==> src/rtl/read_burst_ctrl.sv <==
// read_burst_ctrl: sequences one read burst through latency wait, word receive, timeout flush and completion
module read_burst_ctrl #(
    parameter int BURST_W     = 9,
    parameter int LAT_W       = 8,
    parameter int TIMEOUT_CYC = 255,
    parameter int FLUSH_CYC   = 8
) (
    input  logic               clk0,
    input  logic               rst_i,
    input  logic               start_valid_i,
    output logic               start_ready_o,
    input  logic [BURST_W-1:0] burst_len_i,
    input  logic [LAT_W-1:0]   lat_cycles_i,
    output logic               read_clk_en_o,
    output logic               en_ddr_in_o,
    input  logic               fifo_valid_i,
    input  logic [15:0]        fifo_data_i,
    output logic               fifo_ready_o,
    output logic               rx_valid_o,
    output logic [15:0]        rx_data_o,
    output logic               rx_last_o,
    input  logic               rx_ready_i,
    output logic               busy_o,
    output logic               done_o,
    output logic               timeout_o
);
    localparam int IDLE_W  = $clog2(TIMEOUT_CYC + 1);
    localparam int FLUSH_W = $clog2(FLUSH_CYC + 1);
    localparam logic [IDLE_W-1:0]  IDLE_LAST  = IDLE_W'(TIMEOUT_CYC - 1);
    localparam logic [FLUSH_W-1:0] FLUSH_LAST = FLUSH_W'(FLUSH_CYC - 1);

    typedef enum logic [2:0] {IDLE, LAT, RECV, FLUSH, DONE} state_t;

    state_t             state_q, state_d;
    logic [BURST_W-1:0] len_q, len_d;
    logic [BURST_W-1:0] word_q, word_d;
    logic [LAT_W-1:0]   lat_q, lat_d;
    logic [IDLE_W-1:0]  idle_q, idle_d;
    logic [FLUSH_W-1:0] flush_q, flush_d;
    logic               err_q, err_d;

    // state and counter registers; reset aborts any burst in flight
    always_ff @(posedge clk0) begin
        if (rst_i) begin
            state_q <= IDLE;
            len_q   <= '0;
            word_q  <= '0;
            lat_q   <= '0;
            idle_q  <= '0;
            flush_q <= '0;
            err_q   <= 1'b0;
        end else begin
            state_q <= state_d;
            len_q   <= len_d;
            word_q  <= word_d;
            lat_q   <= lat_d;
            idle_q  <= idle_d;
            flush_q <= flush_d;
            err_q   <= err_d;
        end
    end

    // next-state, counter updates and outputs; data passes through only while receiving
    always_comb begin
        state_d       = state_q;
        len_d         = len_q;
        word_d        = word_q;
        lat_d         = lat_q;
        idle_d        = idle_q;
        flush_d       = flush_q;
        err_d         = err_q;
        start_ready_o = 1'b0;
        read_clk_en_o = 1'b0;
        en_ddr_in_o   = 1'b0;
        fifo_ready_o  = 1'b0;
        rx_valid_o    = 1'b0;
        rx_data_o     = '0;
        rx_last_o     = 1'b0;
        done_o        = 1'b0;
        timeout_o     = 1'b0;
        busy_o        = state_q != IDLE;
        case (state_q)
            IDLE: begin
                start_ready_o = 1'b1;
                if (start_valid_i) begin
                    len_d   = burst_len_i;
                    lat_d   = lat_cycles_i;
                    word_d  = '0;
                    idle_d  = '0;
                    flush_d = '0;
                    state_d = (burst_len_i == '0) ? DONE : LAT;
                end
            end
            LAT: begin
                if (lat_q == '0) state_d = RECV;
                else lat_d = lat_q - LAT_W'(1);
            end
            RECV: begin
                read_clk_en_o = 1'b1;
                en_ddr_in_o   = 1'b1;
                rx_valid_o    = fifo_valid_i;
                rx_data_o     = fifo_data_i;
                fifo_ready_o  = rx_ready_i;
                rx_last_o     = fifo_valid_i && (word_q == len_q - BURST_W'(1));
                idle_d        = fifo_valid_i ? '0 : idle_q + IDLE_W'(1);
                if (fifo_valid_i && rx_ready_i) begin
                    word_d = word_q + BURST_W'(1);
                    if (rx_last_o) state_d = DONE;
                end else if (!fifo_valid_i && idle_q == IDLE_LAST) begin
                    state_d = FLUSH;
                end
            end
            FLUSH: begin
                fifo_ready_o = 1'b1;
                flush_d      = flush_q + FLUSH_W'(1);
                if (flush_q == FLUSH_LAST) begin
                    state_d = DONE;
                    err_d   = 1'b1;
                end
            end
            DONE: begin
                done_o    = 1'b1;
                timeout_o = err_q;
                err_d     = 1'b0;
                state_d   = IDLE;
            end
            default: state_d = IDLE;
        endcase
    end
endmodule

==> config.mk <==
export PLATFORM = sky130hd
export DESIGN_NAME = read_burst_ctrl
export DESIGN_NICKNAME = d
export VERILOG_FILES = /design/src/rtl/read_burst_ctrl.sv
export SDC_FILE = /design/constraint.sdc
export NUM_CORES = 1
export LEC_CHECK = 0
export ABC_AREA = 1
export BUFFER_PORTS_ARGS = -buffer_cell sky130_fd_sc_hd__buf_4
export CAP_MARGIN = 30
export CORE_MARGIN = 4
export CORE_UTILIZATION = 25
export DETAILED_ROUTE_END_ITERATION = 10
export HOLD_SLACK_MARGIN = 0.06
export PLACE_DENSITY = 0.53
export SLEW_MARGIN = 20
export SYNTH_ARGS = -nofsm -noshare
export SYNTH_HDL_FRONTEND = slang
export SYNTH_SLANG_ARGS = --single-unit
==> constraint.sdc <==
create_clock -name clk0 -period 2.18 [get_ports clk0]
set_clock_uncertainty 0.05 [all_clocks]
set_input_delay 0 -clock clk0 [delete_from_list [all_inputs] [get_ports clk0]]
set_output_delay 0 -clock clk0 [all_outputs]
set_load 0.1 [all_outputs]
== Word level (Yosys, flattened, before mapping) ==
Index checks and enable logic that the tools add are counted.
Storage, ports and cells
  register bits: 42
  bits of input ports: 38
  output and inout bits: 25
Operators by class
  add/subtract/negate cells: 5
  equality and inequality tests: 14
  mux-type cells: 29
  reduce and logical (&&, ||, !) cells: 19
Operators by type and width (count)
  8-bit 2-to-1 mux: 4
  8-bit case mux with 2 select lines: 2
  3-bit 2-to-1 mux: 7
  9-bit 2-to-1 mux: 2
  9-bit case mux with 2 select lines: 1
  16-bit 2-to-1 mux: 1
  3-bit case mux with 4 select lines: 1
  2-bit != test, second input constant: 5
  9-bit by 1-bit adder with 9-bit output, second input constant: 1
  9-bit == test: 1
  9-bit logical NOT: 1
  9-bit by 1-bit subtractor with 9-bit output, second input constant: 1
  8-bit by 1-bit adder with 8-bit output, second input constant: 1
  8-bit == test, second input constant: 1
  8-bit logical NOT: 1
  4-bit case mux with 2 select lines: 1
  2-bit AND reduction: 4
  2-bit nonzero test: 4
  8-bit by 1-bit subtractor with 8-bit output, second input constant: 1
  1-bit 2-to-1 mux: 7
  3-bit by 2-bit == test with 1-bit output, second input constant: 2
  3-bit != test, second input constant: 2
  3-bit AND reduction: 2
  5-bit AND reduction: 1
  10 further kinds: 13

== Logic depth before layout (Yosys ltp) ==
  word-level depth: 6
  gate-level depth with buffers: 14
  gate-level depth less buffers: 14

== Worst setup path before layout ==
OpenSTA, ideal clock, no wires.
  kind: reg2out
  from: reg state_q[1]
  to: out rx_last_o
  data arrival time: 3626 ps
  data required time: 2130 ps
  setup slack: -1496 ps
  cell stages (with the launch flop): 6
  path buffers: 1
  path through: dfxtp_1 -> inv_2 -> nor3_4 -> inv_2 -> buf_2 -> nor3_1
On the way
  longest elaborated chain between the ends: 2
Ends and longest elaborated chain
  start, declared: line 34  | state_t state_q, state_d;
  start signal, assigned: line 53  | state_q <= state_d;
  3-bit by 2-bit == test with 1-bit output: line 82  | case (state_q)
  1-bit 2-to-1 mux: line 82
  end, declared: line 21  | output logic rx_last_o,
No other way between the ends.

== Final worst setup path ==
  from: reg len_q[1]
  to: out rx_last_o
On the way
  longest elaborated chain between the ends: 4
Ends and longest elaborated chain
  start, declared: line 35  | logic [BURST_W-1:0] len_q, len_d;
  start signal, assigned: line 54  | len_q <= len_d;
  9-bit by 1-bit subtractor with 9-bit output: line 104  | rx_last_o = fifo_valid_i && (word_q == len_q - BURST_W'(1));
  9-bit == test: line 104
  1-bit logical AND: line 104
  1-bit 2-to-1 mux: line 82
No other way between the ends.

==> results.toml <==
[timing]
finalSetupViolations = 0
maxSlewViolCount = 0
worst_hold_slack_ps = 104
count_of_endpoints_failing_hold_in_the_final_timing_report = 0
worst_slew_pin_slew_ps = 425
period_share_pct = 93.7
finalWorstPathRequiredPeriod_ps = 2040
grt_setup_unrepaired = "yes"
max_slew_margin_pct = 71.6
fmax_ghz = 0.490
postLayoutSetupSlackWorst_ps = 138

[yosys]
synth-edff-count = 0
synth_mux_area_share_pct = 0
synth-xor-area-share_pct = 1.69
ys_ff_latch = 42
netlist.area_leader.share_pct = 32.4
synth_area_leader_cell = "sky130_fd_sc_hd__dfxtp_1"
yosys.cell_count.top_type = "sky130_fd_sc_hd__nand2_1"
synthesis.yosys.warnings = 0
yosys-top-cells-count = "sky130_fd_sc_hd__nand2_1, sky130_fd_sc_hd__nor2_1, sky130_fd_sc_hd__inv_1, sky130_fd_sc_hd__dfxtp_1, sky130_fd_sc_hd__a21oi_1"
synth-async-reset-ratio_pct = 0
synth_simple_gate_area_share_pct = 33.9
post_synth_fa_ha_maj_area_fraction_pct = 3.37
seq_area_frac_synth_pct = 32.4
synth.area.top_cells = "sky130_fd_sc_hd__dfxtp_1, sky130_fd_sc_hd__nand2_1, sky130_fd_sc_hd__nor2_1"
synth.lib_cells_used.distinct = 37
synth_area_per_cell_um2 = 6.26
mapped_nets = 460
synthesis.area_um2 = 2600
synth_top_family_by_area = "simple AND/OR/NAND/NOR gates"
synth_flop_cell = "sky130_fd_sc_hd__dfxtp_1"
synth_compound_area_share_pct = 16.8
synthesis.instances = 415

[floorplanning]
top_level_ports = 63
fp.dieArea_um2 = 12100
width_of_the_chip_um = 110
placement_rows = 36
floorplan.die.height_um = 110
initial_utilization_pct = 26.1
coreArea_um2 = 9950

[drt]
drt_iter0_drc = 78
remaining_drc_errors = 0
viasPerCell = 4.45
via_count = 2826
met3RoutedLength_um = 293
post_route_antenna_net_violation_count = 0
met2_wire_length_um = 3680
finalWirelength_um = 7230
wl_met1_um = 3190
routed.top_layer = "met4"
drt-pass1-iter-count = 4
dr_wl_cell_um = 11.4

[clock_network]
worst_skew_pair.late_latency_ps = 290
clkSinkCount = 42
ctsRootBufferMaster = "sky130_fd_sc_hd__clkbuf_8"
h-tree-depth = 2
ctsLongestPathBuffers = 2
tritoncts = "yes"
clk_pin_slew_ps = 80
cts_buffers = 5

[placed_design]
placed_cell_area_um2 = 3310
port_buffers = 62
numPlacedInstances = 603
pre_cts_slack_ps = 229
placer_congestion_estimate = 0.831
dp_hpwl_um = 5560

[setup_path]
critical_path.max_fanout = 5
timing.critical_path.arrival_ps = 1990
crit-reg2reg-capture = "idle_q[4]$_SDFFE_PP0P_"
rrSetupSlack_ps = 170
crit_required_ps = 2130
timing_worst_setup_path_type = "register to primary output"
critical_path.endpoint_type = "primary output"
r2r_start = "state_q[2]$_SDFFE_PP0P_"
reg2regPathDepth = 9
crit_path_start_kind = "register"

[layout]
fill_cells = 1075
final_cell_area_um2 = 3730
nets = 547
area.growth.synth_to_final_pct = 43.6
antenna-diode-count = 0
final_core_util_pct = 37.5
layout.area.seq_um2 = 845
drive_above_1_share_pct = 26.1
multiInputGateArea_um2 = 1600
final_cell_count_no_fill = 635

[global_route]
gr_util_all_layers_pct = 12.6
grt-ovfl-total = 0
grt_pass1_wl_um = 12200
number_of_antenna_violations_at_the_first_check_in_global_routing = 0
vias_in_the_first_global_route = 2752
largest_net_degree_at_the_start_of_global_routing = 20

[min_path]
min-delay-start = "start_valid_i"
min_delay_worst_endpoint = "len_q[4]$_SDFFE_PP0P_"
hold-path-cell-count = 3
min_path_type = "input pin to register"

[pwr]
power.leakage_nw = 1.72
vdd.ir_drop.worst_mv = 0.398
power.density_nw_per_um2 = 1100

[run_status]
status = "finished clean"

[job]
maxCapViolations = 0
[kinds of logic (layout without fill, tap and decap cells)]
| kind of cell | after synthesis | in the layout |
|---|---|---|
| and+or+nand+nor | 199 | 199 |
| AOI/OAI and AO/OA | 82 | 82 |
| buffers and inverters | 80 | 167 |
| DFF | 42 | 42 |
| adders and majority gates | 7 | 7 |
| xor gates and xnor gates | 5 | 5 |
[through the flow]
stage	TNS (ps)	total power, mW
2_1_floorplan	-3300	2.93
3_3_place_gp	0	3.35
3_5_place_dp	0	3.37
4_1_cts	0	4.06
5_1_grt	-12.6	4.43
6_report	0	4.10
[where the power goes]
group	internal (mW)	switching (mW)	leakage [nW]	total, mW
clock	0.367	0.264	0.0573	0.630
sequential	0.909	0.125	0.344	1.03
combinational	0.691	1.74	1.32	2.43
[registers in the layout, indices dropped and copies added (netlist names)]
name / cells
err_q: 1
len_q: 9
word_q: 9
idle_q: 8
lat_q: 8
state_q: 3
flush_q: 4
[worst max-delay path, cell delays in order, from the launching register on]
cell	delay (ps)
sky130_fd_sc_hd__dfxtp_1	310
sky130_fd_sc_hd__inv_2	100
sky130_fd_sc_hd__ha_4	170
sky130_fd_sc_hd__nand3_2	100
sky130_fd_sc_hd__nor2_1	150
sky130_fd_sc_hd__or2_2	120
sky130_fd_sc_hd__inv_1	30
sky130_fd_sc_hd__nor2_1	120
sky130_fd_sc_hd__nand3_2	130
sky130_fd_sc_hd__nor3_4	260
sky130_fd_sc_hd__buf_12	210
[cell usage in the layout (no fill, tap or decap), types with 2 or more instances in the layout]
cell type                        n
sky130_fd_sc_hd__nand2_1        84
sky130_fd_sc_hd__o21ai_0        28
sky130_fd_sc_hd__nand4_1         3
sky130_fd_sc_hd__clkbuf_8        6
sky130_fd_sc_hd__nor3_1          4
sky130_fd_sc_hd__nor2_2         10
sky130_fd_sc_hd__nor3_4          2
sky130_fd_sc_hd__dlygate4sd3_1  23
sky130_fd_sc_hd__xnor2_1         2
sky130_fd_sc_hd__o21ai_1         4
sky130_fd_sc_hd__nor2_4         13
sky130_fd_sc_hd__nand3_2         4
sky130_fd_sc_hd__inv_2          13
sky130_fd_sc_hd__ha_1            6
sky130_fd_sc_hd__dfxtp_1        39
sky130_fd_sc_hd__a21oi_1        40
sky130_fd_sc_hd__xor2_1          3
sky130_fd_sc_hd__dfxtp_2         3
sky130_fd_sc_hd__nor2_1         45
sky130_fd_sc_hd__nor4_1          3
sky130_fd_sc_hd__a31oi_1         3
sky130_fd_sc_hd__nand2_2         4
sky130_fd_sc_hd__buf_4          66
sky130_fd_sc_hd__nand3_1        18
sky130_fd_sc_hd__nor3_2          2
sky130_fd_sc_hd__inv_1          56
sky130_fd_sc_hd__a211oi_1        2
[how the worst max path moves through the flow]
| stage | slack, ps | depth (start not counted) | endpoint | from |
|---|---|---|---|---|
| 2_1_floorplan | -250 | 5 | rx_last_o | state_q[1]$_SDFFE_PP0P_ |
| 5_1_grt | -10 | 12 | rx_last_o | len_q[0]$_SDFFE_PP0P_ |
| 4_1_cts | 0.5 | 12 | rx_last_o | len_q[0]$_SDFFE_PP0P_ |
| 6_report | 140 | 10 | rx_last_o | len_q[1]$_SDFFE_PP0P_ |
| 3_5_place_dp | 230 | 11 | state_q[0]$_SDFFE_PP0P_ | len_q[0]$_SDFFE_PP0P_ |
| 3_3_place_gp | 310 | 11 | state_q[1]$_SDFFE_PP0P_ | len_q[0]$_SDFFE_PP0P_ |
[area by class of cell]
cell class	instances	area share, %
clock buffers	6	2.21
clock inverters	1	0.805
inverters	70	7.11
multi-input cells	293	42.8
flip-flops and latches	42	22.6
well taps	133	4.46
repair buffers	90	20.0
[metal layers]
| layer | vias up | global-route usage [%] |
|---|---|---|
| met1 | 1278 | 14.6 |
| met3 | 7 | 2.29 |
| met5 | - | 0 |
| met4 | 0 | 2.94 |
| li1 | 1495 | - |
| met2 | 46 | 23.6 |
[what timing repair did]
item,in CTS,in global routing
resized for setup,2,19
hold buffers,23,0
pin swaps,0,9
setup endpoints to repair,1,2
endpoints found under the hold margin,28,0
buffers inserted,0,2
(Power assumes the default switching activity.)
